### config.mk
export PLATFORM = sky130hd
export DESIGN_NAME = i2c_target
export DESIGN_NICKNAME = d
export VERILOG_FILES = /design/src/rtl/i2c_pkg.sv /design/src/rtl/i2c_sync_edge.sv /design/src/rtl/i2c_target.sv
export SDC_FILE = /design/constraint.sdc
export NUM_CORES = 1
export LEC_CHECK = 0
export BUFFER_PORTS_ARGS = -buffer_cell sky130_fd_sc_hd__buf_2
export CORE_AREA = 2 2 65 67
export CTS_BUF_LIST = sky130_fd_sc_hd__clkbuf_8
export DETAILED_ROUTE_END_ITERATION = 8
export DIE_AREA = 0 0 67 69
export GPL_TIMING_DRIVEN = 0
export PLACE_DENSITY = 0.78
export SYNTH_ARGS = -nofsm -noshare
export SYNTH_HDL_FRONTEND = slang
export SYNTH_SLANG_ARGS = --single-unit
### constraint.sdc
create_clock -name clk -period 3.45 [get_ports clk]
set_input_delay 0.69 -clock clk [delete_from_list [all_inputs] [get_ports clk]]
set_output_delay 0.69 -clock clk [all_outputs]
set_load 0.01 [all_outputs]
### src/rtl/i2c_pkg.sv
`default_nettype none
// ============================================================================
//  Module      : i2c_pkg
//  Description : Shared state encoding and bus constants for the I2C target.
//  Revision    : 1.0 - initial release
// ============================================================================
package i2c_pkg;

    typedef enum logic [2:0] {
        IDLE     = 3'd0,
        ADDR     = 3'd1,
        ADDR_ACK = 3'd2,
        WR_DATA  = 3'd3,
        WR_ACK   = 3'd4,
        RD_DATA  = 3'd5,
        RD_ACK   = 3'd6,
        IGNORE   = 3'd7
    } state_t;

    localparam logic ACK       = 1'b0;
    localparam logic NACK      = 1'b1;
    localparam int   BYTE_BITS = 8;

endpackage
`default_nettype wire

### src/rtl/i2c_sync_edge.sv
`default_nettype none
// ============================================================================
//  Module      : i2c_sync_edge
//  Description : Multi-flop synchronizer with rise/fall detect on one bus line.
//  Revision    : 1.0 - initial release
// ============================================================================
module i2c_sync_edge #(
    parameter int SYNC_STAGES = 2
) (
    input  logic clk,
    input  logic rst_n,
    input  logic din,
    output logic sync,
    output logic rise,
    output logic fall
);

    logic [SYNC_STAGES-1:0] r_chain;
    logic                   r_prev;
    logic [SYNC_STAGES:0]   r_arm;

    // Edges are masked until the chain has refilled after reset, so a line
    // already low at reset release cannot look like a 1->0 transition.
    always_ff @(posedge clk or negedge rst_n) begin
        if (!rst_n) begin
            r_chain <= '1;
            r_prev  <= 1'b1;
            r_arm   <= '0;
        end else begin
            r_chain <= {r_chain[SYNC_STAGES-2:0], din};
            r_prev  <= r_chain[SYNC_STAGES-1];
            r_arm   <= {r_arm[SYNC_STAGES-1:0], 1'b1};
        end
    end

    assign sync = r_chain[SYNC_STAGES-1];
    assign rise = r_arm[SYNC_STAGES] &  sync & ~r_prev;
    assign fall = r_arm[SYNC_STAGES] & ~sync &  r_prev;

endmodule
`default_nettype wire

### src/rtl/i2c_target.sv
`default_nettype none
// ============================================================================
//  Module      : i2c_target
//  Description : 7-bit address I2C target with byte write/read handshake.
//  Revision    : 1.0 - initial release
// ============================================================================
module i2c_target
    import i2c_pkg::*;
#(
    parameter logic [6:0] TARGET_ADDR = 7'h52,
    parameter int         SYNC_STAGES = 2
) (
    input  logic       clk,
    input  logic       rst_n,
    input  logic       scl_i,
    input  logic       sda_i,
    output logic       sda_o,
    output logic       sda_t,
    output logic [7:0] rx_data,
    output logic       rx_valid,
    input  logic [7:0] tx_data,
    output logic       tx_req,
    output logic       start_det,
    output logic       stop_det,
    output logic       busy
);

    localparam logic [2:0] c_last_bit = 3'(BYTE_BITS - 1);

    logic w_scl, w_scl_rise, w_scl_fall;
    logic w_sda, w_sda_rise, w_sda_fall;
    logic w_start, w_stop;

    i2c_sync_edge #(.SYNC_STAGES(SYNC_STAGES)) u_scl_sync (
        .clk   (clk),
        .rst_n (rst_n),
        .din   (scl_i),
        .sync  (w_scl),
        .rise  (w_scl_rise),
        .fall  (w_scl_fall)
    );

    i2c_sync_edge #(.SYNC_STAGES(SYNC_STAGES)) u_sda_sync (
        .clk   (clk),
        .rst_n (rst_n),
        .din   (sda_i),
        .sync  (w_sda),
        .rise  (w_sda_rise),
        .fall  (w_sda_fall)
    );

    assign w_start = w_sda_fall & w_scl;
    assign w_stop  = w_sda_rise & w_scl;

    state_t     r_state, w_state_nxt;
    logic [2:0] r_bit_cnt, w_bit_cnt_nxt;
    logic [7:0] r_shift, w_shift_nxt;
    logic       r_sda_t, w_sda_t_nxt;
    logic       r_rw, w_rw_nxt;
    logic       r_ack_ok, w_ack_ok_nxt;
    logic       r_busy, w_busy_nxt;
    logic [7:0] r_rx_data, w_rx_data_nxt;
    logic       r_rx_valid, w_rx_valid_nxt;
    logic       r_tx_req, w_tx_req_nxt;
    logic       r_start_det, r_stop_det;
    logic [7:0] w_rx_byte;

    always_ff @(posedge clk or negedge rst_n) begin
        if (!rst_n) begin
            r_state     <= IDLE;
            r_bit_cnt   <= 3'd0;
            r_shift     <= 8'h00;
            r_sda_t     <= 1'b1;
            r_rw        <= 1'b0;
            r_ack_ok    <= 1'b0;
            r_busy      <= 1'b0;
            r_rx_data   <= 8'h00;
            r_rx_valid  <= 1'b0;
            r_tx_req    <= 1'b0;
            r_start_det <= 1'b0;
            r_stop_det  <= 1'b0;
        end else begin
            r_state     <= w_state_nxt;
            r_bit_cnt   <= w_bit_cnt_nxt;
            r_shift     <= w_shift_nxt;
            r_sda_t     <= w_sda_t_nxt;
            r_rw        <= w_rw_nxt;
            r_ack_ok    <= w_ack_ok_nxt;
            r_busy      <= w_busy_nxt;
            r_rx_data   <= w_rx_data_nxt;
            r_rx_valid  <= w_rx_valid_nxt;
            r_tx_req    <= w_tx_req_nxt;
            r_start_det <= w_start;
            r_stop_det  <= w_stop;
        end
    end

    assign w_rx_byte = {r_shift[6:0], w_sda};

    always_comb begin
        w_state_nxt    = r_state;
        w_bit_cnt_nxt  = r_bit_cnt;
        w_shift_nxt    = r_shift;
        w_sda_t_nxt    = r_sda_t;
        w_rw_nxt       = r_rw;
        w_ack_ok_nxt   = r_ack_ok;
        w_busy_nxt     = r_busy;
        w_rx_data_nxt  = r_rx_data;
        w_rx_valid_nxt = 1'b0;
        w_tx_req_nxt   = 1'b0;

        if (w_stop) begin
            w_state_nxt   = IDLE;
            w_bit_cnt_nxt = 3'd0;
            w_sda_t_nxt   = 1'b1;
            w_ack_ok_nxt  = 1'b0;
            w_busy_nxt    = 1'b0;
        end else if (w_start) begin
            w_state_nxt   = ADDR;
            w_bit_cnt_nxt = 3'd0;
            w_sda_t_nxt   = 1'b1;
            w_ack_ok_nxt  = 1'b0;
        end else begin
            case (r_state)
                ADDR: begin
                    if (w_scl_rise) begin
                        w_shift_nxt   = w_rx_byte;
                        w_bit_cnt_nxt = r_bit_cnt + 3'd1;
                        if (r_bit_cnt == c_last_bit) begin
                            if (w_rx_byte[7:1] == TARGET_ADDR) begin
                                w_state_nxt = ADDR_ACK;
                                w_busy_nxt  = 1'b1;
                                w_rw_nxt    = w_rx_byte[0];
                                if (w_rx_byte[0]) begin
                                    w_shift_nxt  = tx_data;
                                    w_tx_req_nxt = 1'b1;
                                end
                            end else begin
                                w_state_nxt = IGNORE;
                                w_busy_nxt  = 1'b0;
                            end
                        end
                    end
                end
                // First SCL fall pulls ACK onto the bus, the second ends the
                // 9th clock; on a read that same edge presents the MSB.
                ADDR_ACK: begin
                    if (w_scl_fall) begin
                        if (r_sda_t) begin
                            w_sda_t_nxt = ACK;
                        end else if (r_rw) begin
                            w_state_nxt = RD_DATA;
                            w_sda_t_nxt = r_shift[7];
                            w_shift_nxt = {r_shift[6:0], 1'b0};
                        end else begin
                            w_state_nxt = WR_DATA;
                            w_sda_t_nxt = 1'b1;
                        end
                    end
                end
                WR_DATA: begin
                    if (w_scl_rise) begin
                        w_shift_nxt   = w_rx_byte;
                        w_bit_cnt_nxt = r_bit_cnt + 3'd1;
                        if (r_bit_cnt == c_last_bit) begin
                            w_rx_data_nxt  = w_rx_byte;
                            w_rx_valid_nxt = 1'b1;
                            w_state_nxt    = WR_ACK;
                        end
                    end
                end
                WR_ACK: begin
                    if (w_scl_fall) begin
                        if (r_sda_t) begin
                            w_sda_t_nxt = ACK;
                        end else begin
                            w_sda_t_nxt = 1'b1;
                            w_state_nxt = WR_DATA;
                        end
                    end
                end
                // Open-drain: releasing the line puts a 1 on the bus, so the
                // tristate control follows the data bit directly.
                RD_DATA: begin
                    if (w_scl_fall) begin
                        w_bit_cnt_nxt = r_bit_cnt + 3'd1;
                        if (r_bit_cnt == c_last_bit) begin
                            w_sda_t_nxt = 1'b1;
                            w_state_nxt = RD_ACK;
                        end else begin
                            w_sda_t_nxt = r_shift[7];
                            w_shift_nxt = {r_shift[6:0], 1'b0};
                        end
                    end
                end
                RD_ACK: begin
                    w_sda_t_nxt = 1'b1;
                    if (w_scl_rise) begin
                        if (w_sda == NACK) begin
                            w_state_nxt = IGNORE;
                            w_busy_nxt  = 1'b0;
                        end else begin
                            w_shift_nxt  = tx_data;
                            w_tx_req_nxt = 1'b1;
                            w_ack_ok_nxt = 1'b1;
                        end
                    end else if (w_scl_fall && r_ack_ok) begin
                        w_ack_ok_nxt = 1'b0;
                        w_state_nxt  = RD_DATA;
                        w_sda_t_nxt  = r_shift[7];
                        w_shift_nxt  = {r_shift[6:0], 1'b0};
                    end
                end
                default: begin
                    w_sda_t_nxt = 1'b1;
                end
            endcase
        end
    end

    assign sda_o     = 1'b0;
    assign sda_t     = r_sda_t;
    assign rx_data   = r_rx_data;
    assign rx_valid  = r_rx_valid;
    assign tx_req    = r_tx_req;
    assign start_det = r_start_det;
    assign stop_det  = r_stop_det;
    assign busy      = r_busy;

endmodule
`default_nettype wire

-- Yosys cells after proc, flatten, opt, wreduce, memory -nomap -nowiden
Cells that the tools add are included.
- bits in registers: 42
- word-level logic and storage cells: 165
- output and inout bits: 15
- input port bits: 12
- muxes and demuxes: 77
- equality and inequality tests: 37
- bitwise logic cells: 16
- add/subtract/negate cells: 1
- reductions and logical operators: 16
- operator list (cell ; number):
    $mux 8 ; 13
    $mux 3 ; 21
    $pmux 8 s5 ; 1
    $mux 1 ; 37
    $ne 4x4->1 const B ; 9
    $pmux 3 s6 ; 1
    $reduce_and 13->1 ; 1
    $eq 3x3->1 const B ; 4
    $ne 3x2->1 const B ; 4
    $reduce_and 12->1 ; 1
    $reduce_and 6->1 ; 2
    $and 1x1->1 ; 10
    $ne 2x2->1 const B ; 5
    $ne 5x4->1 const B ; 2
    $ne 4x3->1 const B ; 2
    $reduce_bool 4->1 ; 2
    $reduce_bool 8->1 ; 1
    $eq 7x7->1 const B ; 1
    $eq 3x2->1 const B ; 2
    $ne 2x1->1 const B ; 3
    $ne 3x3->1 const B ; 2
    $not 1->1 ; 6
    $pmux 3 s2 ; 1
    $reduce_and 3->1 ; 2
    12 further kinds ; 14

-- Longest topological paths before layout
Gate-level depths: netlist of the first run.
- depth after elaboration: 9
- gate-level depth with buffers: 7

-- Modules after synthesis
A second synthesis of the first run with hierarchy kept.
- cell total of the unflattened synthesis: 211
- area total of the unflattened synthesis: 2232.1 sq um
- modules (own cells, without submodules) (module ; times used ; cells an instance ; sequential area each (sq um) ; area each (sq um)):
    i2c_target ; 1 ; 193 ; 752.0 ; 1881.8
    i2c_sync_edge ; 2 ; 9 ; 153.9 ; 175.2

-- Least setup slack after synthesis of the first run
No wires, ideal clock.
- path kind: flip-flop to flip-flop
- start: register r_bit_cnt[0]
- end: register r_shift[0]
- slack: 1.556 ns
- data required time: 3.325 ns
- cell stages (with the launch flop): 8
- setup time: 0.125 ns
- path buffers: 0
- arrival: 1.770 ns
- cells stage by stage: dfrtp_1 ha_1 ha_1 nand2_1 o22ai_1 a221oi_1 nand3_2 mux2_2
- cells in the longest elaborated chain, start to end: 4
- elaborated cells on any way between the ends: 6
- classes of those cells: 2 x eq/ne; 3 x mux; 1 x reduce/logical
- RTL lines (item ; line ; text):
    from (decl) ; i2c_target.sv:56 ; logic [2:0] r_bit_cnt, w_bit_cnt_nxt;
    from (signal assigned) ; i2c_target.sv:84 ; r_bit_cnt <= w_bit_cnt_nxt;
    $eq 3x3->1 * ; i2c_target.sv:129, i2c_target.sv:187 ;
    $mux 8 ; i2c_target.sv:129 ; if (r_bit_cnt == c_last_bit) begin
    $mux 8 ; i2c_target.sv:126 ; if (w_scl_rise) begin
    $pmux 8 s5 ; i2c_target.sv:124 ; case (r_state)
    to (signal assigned) ; i2c_target.sv:85 ; r_shift <= w_shift_nxt;
    to (decl) ; i2c_target.sv:57 ; logic [7:0] r_shift, w_shift_nxt;
Every way passes the cells marked *; elsewhere a longest branch is shown, timed or not. The select of a mux whose other input is x is not followed.
A chain may end at the register's enable or synchronous reset.

-- Worst setup path in the final report of the first run
Ends and elaborated chain as after synthesis.

==> flow_metrics.tcl, run 1 <==
set metrics [dict create \
    outcome "finished clean" \
    ioPinCount 27 \
    finalSetupTns_ns 0 \
    cts_sinks 39 \
    cellPowerDensity_nw_per_um2 631 \
    worstPathCellList "ha_1 > ha_1 > nand2_1 > o22ai_1 > a221oi_1 > nand3_2 > mux2_2" \
    start_util_pct 52.9 \
    vdd_drop_max_mv 0.313 \
    htreeDepth 2 \
    worst_pin_slew_ns 0.828 \
    antenna_cells 0 \
    yosysSeqAreaShare_pct 47.5 \
    crit_path_max_fanout 8 \
    drc 0 \
    hold_slack_ns 0.357 \
    cpMaxStageDelayCell "dfrtp_1" \
    dp_hpwl_mm 3.34 \
    intPower_uw 967 \
    vias_per_cell 6.22 \
    cts_tree "built" \
    finalCritPeriodShare_pct 64.2 \
    fin_nets 239 \
    async_flop_share_pct 100 \
    areaGrowthSynthToFinish_pct 14.1 \
    final_cell_mix "dfrtp_1 (32), buf_2 (30), mux2_2 (17), nor2_1 (16), nand3_1 (12)" \
    period_needed_ns 2.21 \
    hold_violations 0 \
    holdPathEnd "u_sda_sync.r_chain[1]" \
    rows 23 \
    synth_area_um2 2070 \
    cts-buffers-inserted 5 \
    combPwrFrac_pct 36.4 \
    critPathRequiredTime_ns 3.62 \
    syn_avg_cell_area_um2 10.7 \
    place_congestion 0.978 \
    clkLatencyLatePin_ns 0.29 \
    synth_fp_nets 207 \
    layout_commonest_cell "dfrtp_1" \
    min_from "u_sda_sync.r_chain[0]" \
    portBuffers 25 \
    root_buffer "clkbuf_8" \
    synth.distinct_cells 56 \
    r2r-end "r_shift[0]" \
    synth_seq_cells 39 \
    final_util_pct 60.4 \
    max_cap_violations 0 \
    grt_start_max_net_pins 40 \
    slew_violations 0 \
    synth_ff_type "dfrtp_1" \
    rrSetupSlack_ns 1.24 \
    die_y_um 69 \
    synth_edf_count 0 \
    ctsResizeCount 0 \
    crit-reg2reg-launch "r_bit_cnt[0]" \
    drt_iter0_markers 161 \
    ant_nets 0 \
    grt_pass1_wl_mm 7.80 \
    post-cts-setup-buffer-count 0 \
    rsz0062_at_grt "false" \
    dp.cells 268 \
    routed_wl_mm 4.59 \
    drive_gt1_share_pct 32.7 \
    swShare_pct 35.2 \
    die_area_um2 4620 \
    vias 1716 \
    die_x_um 67 \
    final_cells 276 \
    cts.clk_slew.worst_paths_ns 0.07 \
    seqPwrFrac_pct 41.1 \
    r2r_cells 7 \
    setup_violations 0 \
    worst_hold_path_type "flip-flop to flip-flop" \
    cp_common_cell "ha_1" \
    postCtsHoldBufs 0 \
    critPathMaxStageDelay_ns 0.40 \
    antenna_found_initial 0 \
    switching_power_uw 525 \
    fmax_mhz 452 \
    max_slew_margin_pct 44.8 \
    power.leakage_nw 1.08 \
    gr-usage-all-layers_pct 21.9 \
    wire_per_inst_um 16.6 \
    grt.overflow.total 0 \
    skew_ns 0.00446 \
    whs_path_depth 0 \
    clkPwrFrac_pct 22.5 \
    synthCells 193 \
    clockBufferDepth 2 \
    critical_path_class "flip-flop to flip-flop" \
    cp_data_arrival_time_ns 2.39 \
    design.core.area_um2 3910 \
    dr.pass1.iters 5 \
    cp-end-kind "flip-flop" \
    grt_pass1_vias 1597 \
    ys_warn_count 0 \
    critPathLaunchType "flip-flop" \
]
cell type report:
class,instances,area (um^2)
fillers,343,1550
multi-input cells,142,1020
flip-flops and latches,39,985
repair buffers,25,125
clock buffers,7,96.3
well taps,50,62.6
plain buffers,9,51.3
inverters,3,11.3
clock inverters,1,7.51
synth_stat cells (2+ instances only):
cell	count	area share [%]
nand2b_1	3	0.91
nor3_1	3	0.72
a21oi_1	8	1.9
o22ai_1	3	0.91
o311ai_0	3	1.3
o2111ai_1	2	0.85
a22o_1	4	1.7
mux2i_1	4	1.9
nand3_1	12	2.9
o21ai_0	8	1.9
nor2_1	16	2.9
clkbuf_1	2	0.36
or3_1	3	0.91
dfrtp_1	32	39
mux2_2	17	9.2
inv_1	2	0.36
buf_2	5	1.2
ha_1	2	1.2
nand4_1	2	0.60
conb_1	2	0.36
dfstp_2	7	8.9
nor3b_1	3	1.1
and3b_2	2	0.97
and3b_1	3	1.3
nor2b_1	2	0.60
nand3b_1	4	1.4
a221oi_1	3	1.3
nand2_1	8	1.4
power by group through the flow:
| stage | logic [mW] | clock network (mW) | registers [mW] |
|---|---|---|---|
| global route | 0.596 | 0.371 | 0.624 |
| CTS | 0.534 | 0.343 | 0.610 |
| floorplan | 0.421 | 0 | 0.598 |
| detailed placement | 0.533 | 0 | 0.619 |
| global placement | 0.521 | 0 | 0.615 |
| finish | 0.543 | 0.335 | 0.613 |
routing by layer:
metal	vias up	wire length, um	track usage (%)
li1	787	-	-
met5	-	0	0
met4	0	114	8.62
met1	837	2090	30.9
met3	15	303	5.06
met2	77	2090	32.2
state kept, by name, summed over array words and instances (netlist names), 2 cells and up:
name	count
r_bit_cnt	3
r_shift	8
r_state	3
rx_data	8
u_scl_sync.r_chain	2
u_sda_sync.r_arm	2
u_sda_sync.r_chain	2
how the worst max path moves through the flow:
stage                      start    endpoint  slack (ns)  depth (start not counted)
global placement    r_bit_cnt[0]  r_shift[0]        1.34                          7
CTS                 r_bit_cnt[0]  r_shift[0]        1.26                          7
finish              r_bit_cnt[0]  r_shift[0]        1.24                          7
floorplan           r_bit_cnt[0]  r_shift[0]        1.56                          7
global route        r_bit_cnt[0]  r_shift[0]        1.19                          7
detailed placement  r_bit_cnt[0]  r_shift[0]        1.28                          7
metrics by stage:
step	setup slack (ns)	power [mW]	cell area, um^2
after floorplan	1.56	1.02	2070
after global placement	1.34	1.14	2260
after global routing	1.19	1.59	2360
final	1.24	1.49	2360
after CTS	1.26	1.49	2360
after detailed placement	1.28	1.15	2260
logic make-up (layout without fill, tap and decap cells):
group	after synthesis	in the layout	share of synthesized area (%)
AO/OA/AOI/OAI	43	43	15.0
buffers and inverters	12	45	3.02
XOR/XNOR	2	2	0.846
AND/OR/NAND/NOR	72	72	20.9
multiplexers	21	21	11.2
flip-flops	39	39	47.5
adder cells (fa/ha/maj)	2	2	1.21
other	2	2	0.362
worst max-delay path, delay by kind of cell, from the launching register on:
kind | cells | cell delay, ns
simple gates | 2 | 0.49
fa+ha+maj | 2 | 0.45
compound gates | 2 | 0.41
flops | 1 | 0.40
mux | 1 | 0.35
Note: power is estimated with default switching activity, not from simulation.
==> run 2: changes to the inputs <==
--- a/config.mk
+++ b/config.mk
@@ -5,13 +5,14 @@
 export SDC_FILE = /design/constraint.sdc
 export NUM_CORES = 1
 export LEC_CHECK = 0
+export ABC_AREA = 1
 export BUFFER_PORTS_ARGS = -buffer_cell sky130_fd_sc_hd__buf_2
-export CORE_AREA = 2 2 65 67
+export CORE_AREA = 2 2 70 72
 export CTS_BUF_LIST = sky130_fd_sc_hd__clkbuf_8
 export DETAILED_ROUTE_END_ITERATION = 8
-export DIE_AREA = 0 0 67 69
+export DIE_AREA = 0 0 72 74
 export GPL_TIMING_DRIVEN = 0
-export PLACE_DENSITY = 0.78
+export PLACE_DENSITY = 0.8
 export SYNTH_ARGS = -nofsm -noshare
 export SYNTH_HDL_FRONTEND = slang
 export SYNTH_SLANG_ARGS = --single-unit
==> constraint.sdc (replaced) <==
create_clock -name clk -period 1.84 [get_ports clk]
set_input_delay 0.368 -clock clk [delete_from_list [all_inputs] [get_ports clk]]
set_output_delay 0.368 -clock clk [all_outputs]
set_load 0.01 [all_outputs]
==> flow_metrics.tcl, run 2 <==
set metrics [dict create \
    outcome "finished clean" \
    critical_path_class "flip-flop to flip-flop" \
    htreeDepth 2 \
    areaGrowthSynthToFinish_pct 12.1 \
    synthMostInstantiatedCell "nand2_1" \
    syn_avg_cell_area_um2 7.53 \
    grt_pass1_vias 2065 \
    vias 2223 \
    yosysTopAreaCell "dfrtp_1" \
    cellPowerDensity_nw_per_um2 1460 \
    cts_tree "built" \
    clkLatencyLatePin_ns 0.29 \
    skew_ns 0.00318 \
    p_total_mw 3.92 \
    cts-buffers-inserted 5 \
    max_slew_margin_pct 43.5 \
    dr.pass1.iters 5 \
    antenna_found_initial 0 \
    critPathRequiredTime_ns 2.03 \
    rows 25 \
    die_area_um2 5330 \
    start_util_pct 52.2 \
    grt.overflow.total 0 \
    cp-end-kind "flip-flop" \
    drt_iter0_markers 138 \
    cts.clk_slew.worst_paths_ns 0.07 \
    ys_warn_count 0 \
    cp_data_arrival_time_ns 1.90 \
    root_buffer "clkbuf_8" \
    critPathLaunchType "flip-flop" \
    finalSetupTns_ns 0 \
    vdd_drop_max_mv 0.628 \
    drive_gt1_share_pct 26.3 \
    die_y_um 74 \
    dp_hpwl_mm 4.24 \
    fillerInstances 422 \
    design.core.area_um2 4600 \
    grt_pass1_wl_mm 9.59 \
    synth_ff_type "dfrtp_1" \
    synth_seq_cells 39 \
    layout_commonest_cell "nand2_1" \
    ant_nets 0 \
    rsz0062_at_grt "false" \
    hold_violations 0 \
    drc 0 \
    max_cap_violations 0 \
    portBuffers 25 \
    power.leakage_nw 1.48 \
    clockBufferDepth 2 \
    wire_per_inst_um 14.0 \
    synth_edf_count 0 \
    multi_input_area_um2 1220 \
    synth.distinct_cells 34 \
    postCtsHoldBufs 0 \
    synthCells 319 \
    fmax_mhz 585 \
    routed_wl_mm 5.70 \
    worst_pin_slew_ns 0.847 \
    fin_nets 367 \
    cts_sinks 39 \
    finalCritPeriodShare_pct 92.8 \
    ioPinCount 27 \
    worst_hold_path_type "primary input to flip-flop" \
    final_cell_mix "nand2_1 (99), dfrtp_1 (32), nand3_1 (31), nor2_1 (28), buf_2 (27)" \
    gr-usage-all-layers_pct 23.8 \
    die_x_um 72 \
    final-seq-area_um2 985 \
    grt_start_max_net_pins 40 \
    synth_fp_nets 333 \
    yosys-top-cells-count "nand2_1 (99), dfrtp_1 (32), nand3_1 (31)" \
    synth_top_area_share_pct 33.3 \
    setup_violations 0 \
    hold_slack_ns 0.167 \
    yosysSeqAreaShare_pct 41.0 \
    synth_area_um2 2400 \
    period_needed_ns 1.71 \
    place_congestion 0.964 \
    synthTopCellsByArea "dfrtp_1 (33%), nand2_1 (15%), dfstp_2 (7.7%), nand3_1 (6.5%), nor2_1 (4.4%)" \
    antenna_cells 0 \
    vias_per_cell 5.45 \
    slew_violations 0 \
    crit_path_max_fanout 8 \
    async_flop_share_pct 100 \
]
run 2: cell count changes after synthesis, sizes merged, moves of 4 or more:
cell	previous run	this run
a22o	4	0
mux2i	4	0
nor2	16	36
o21ai	8	22
nand3	13	39
inv	2	34
and3b	5	0
nand4	2	6
nand2	9	108
mux2	17	0
a221oi	4	0
run 2: cell families after synthesis:
group / share of synthesized area, %
flops: 41.0
simple gates: 40.1
fa+ha+maj: 1.04
compound gates: 9.32
buf+inv: 8.23
other cells: 0.313
run 2: metal layers:
metal / GRT usage [%] / vias up / routed length (um)
li1: - / 1094 / -
met3: 4.47 / 11 / 334
met2: 38.5 / 86 / 2720
met5: 0 / - / 0
met1: 31.5 / 1032 / 2540
met4: 10.5 / 0 / 104
run 2: stage by stage:
stage	worst slack, ns	util [%]	cells	area, um^2
after detailed placement	0.0196	56.4	398	2590
after floorplan	0.305	-	319	2400
after CTS	0.0847	58.2	406	2680
final	0.132	58.6	408	2690
after global routing	0.0117	58.6	408	2690
after global placement	0.0396	56.4	398	2590
run 2: final timing paths:
| check | startpoint | to | slack [ns] | cells after the start |
|---|---|---|---|---|
| min in group asynchronous | rst_n | start_det | 0.18 | 1 |
| max in group asynchronous | rst_n | r_bit_cnt[1] | 1.14 | 1 |
| min | sda_i | u_sda_sync.r_chain[0] | 0.17 | 1 |
| min reg2reg | u_sda_sync.r_arm[1] | u_scl_sync.r_arm[2] | 0.35 | 0 |
| max | r_bit_cnt[0] | r_shift[7] | 0.13 | 10 |
| max reg2reg | r_bit_cnt[0] | r_shift[7] | 0.13 | 10 |
run 2: what timing repair did:
| item | in CTS | in global routing |
|---|---|---|
| pin swaps | 0 | 1 |
| resized for setup | 1 | 1 |
| setup endpoints to repair | 1 | 11 |
| hold endpoints to repair | 0 | 0 |
| setup buffers | 0 | 2 |
run 2: cell type report:
class | instances | area share [%]
multi-input combinational | 238 | 45.4
sequential | 39 | 36.6
timing repair buffer | 27 | 5.20
inverter | 35 | 5.16
clock buffer | 5 | 2.55
tap | 54 | 2.51
buffer | 7 | 2.18
clock inverter | 3 | 0.464
run 2: power breakdown:
part / total [mW] / switching, mW / leakage (nW) / internal (mW)
clock network: 0.552 / 0.297 / 0.0505 / 0.255
logic: 2.19 / 1.46 / 0.928 / 0.730
registers: 1.18 / 0.138 / 0.497 / 1.04
run 2: critical path: stages, from the launching register on:
cell and delay, ns:
dfrtp_1 0.40, ha_1 0.20, ha_2 0.22, nand4_1 0.12
nand2_1 0.08, nor2_1 0.11, nand3_2 0.13, inv_1 0.12
nand2_4 0.09, nand2_1 0.07, nand2_1 0.05
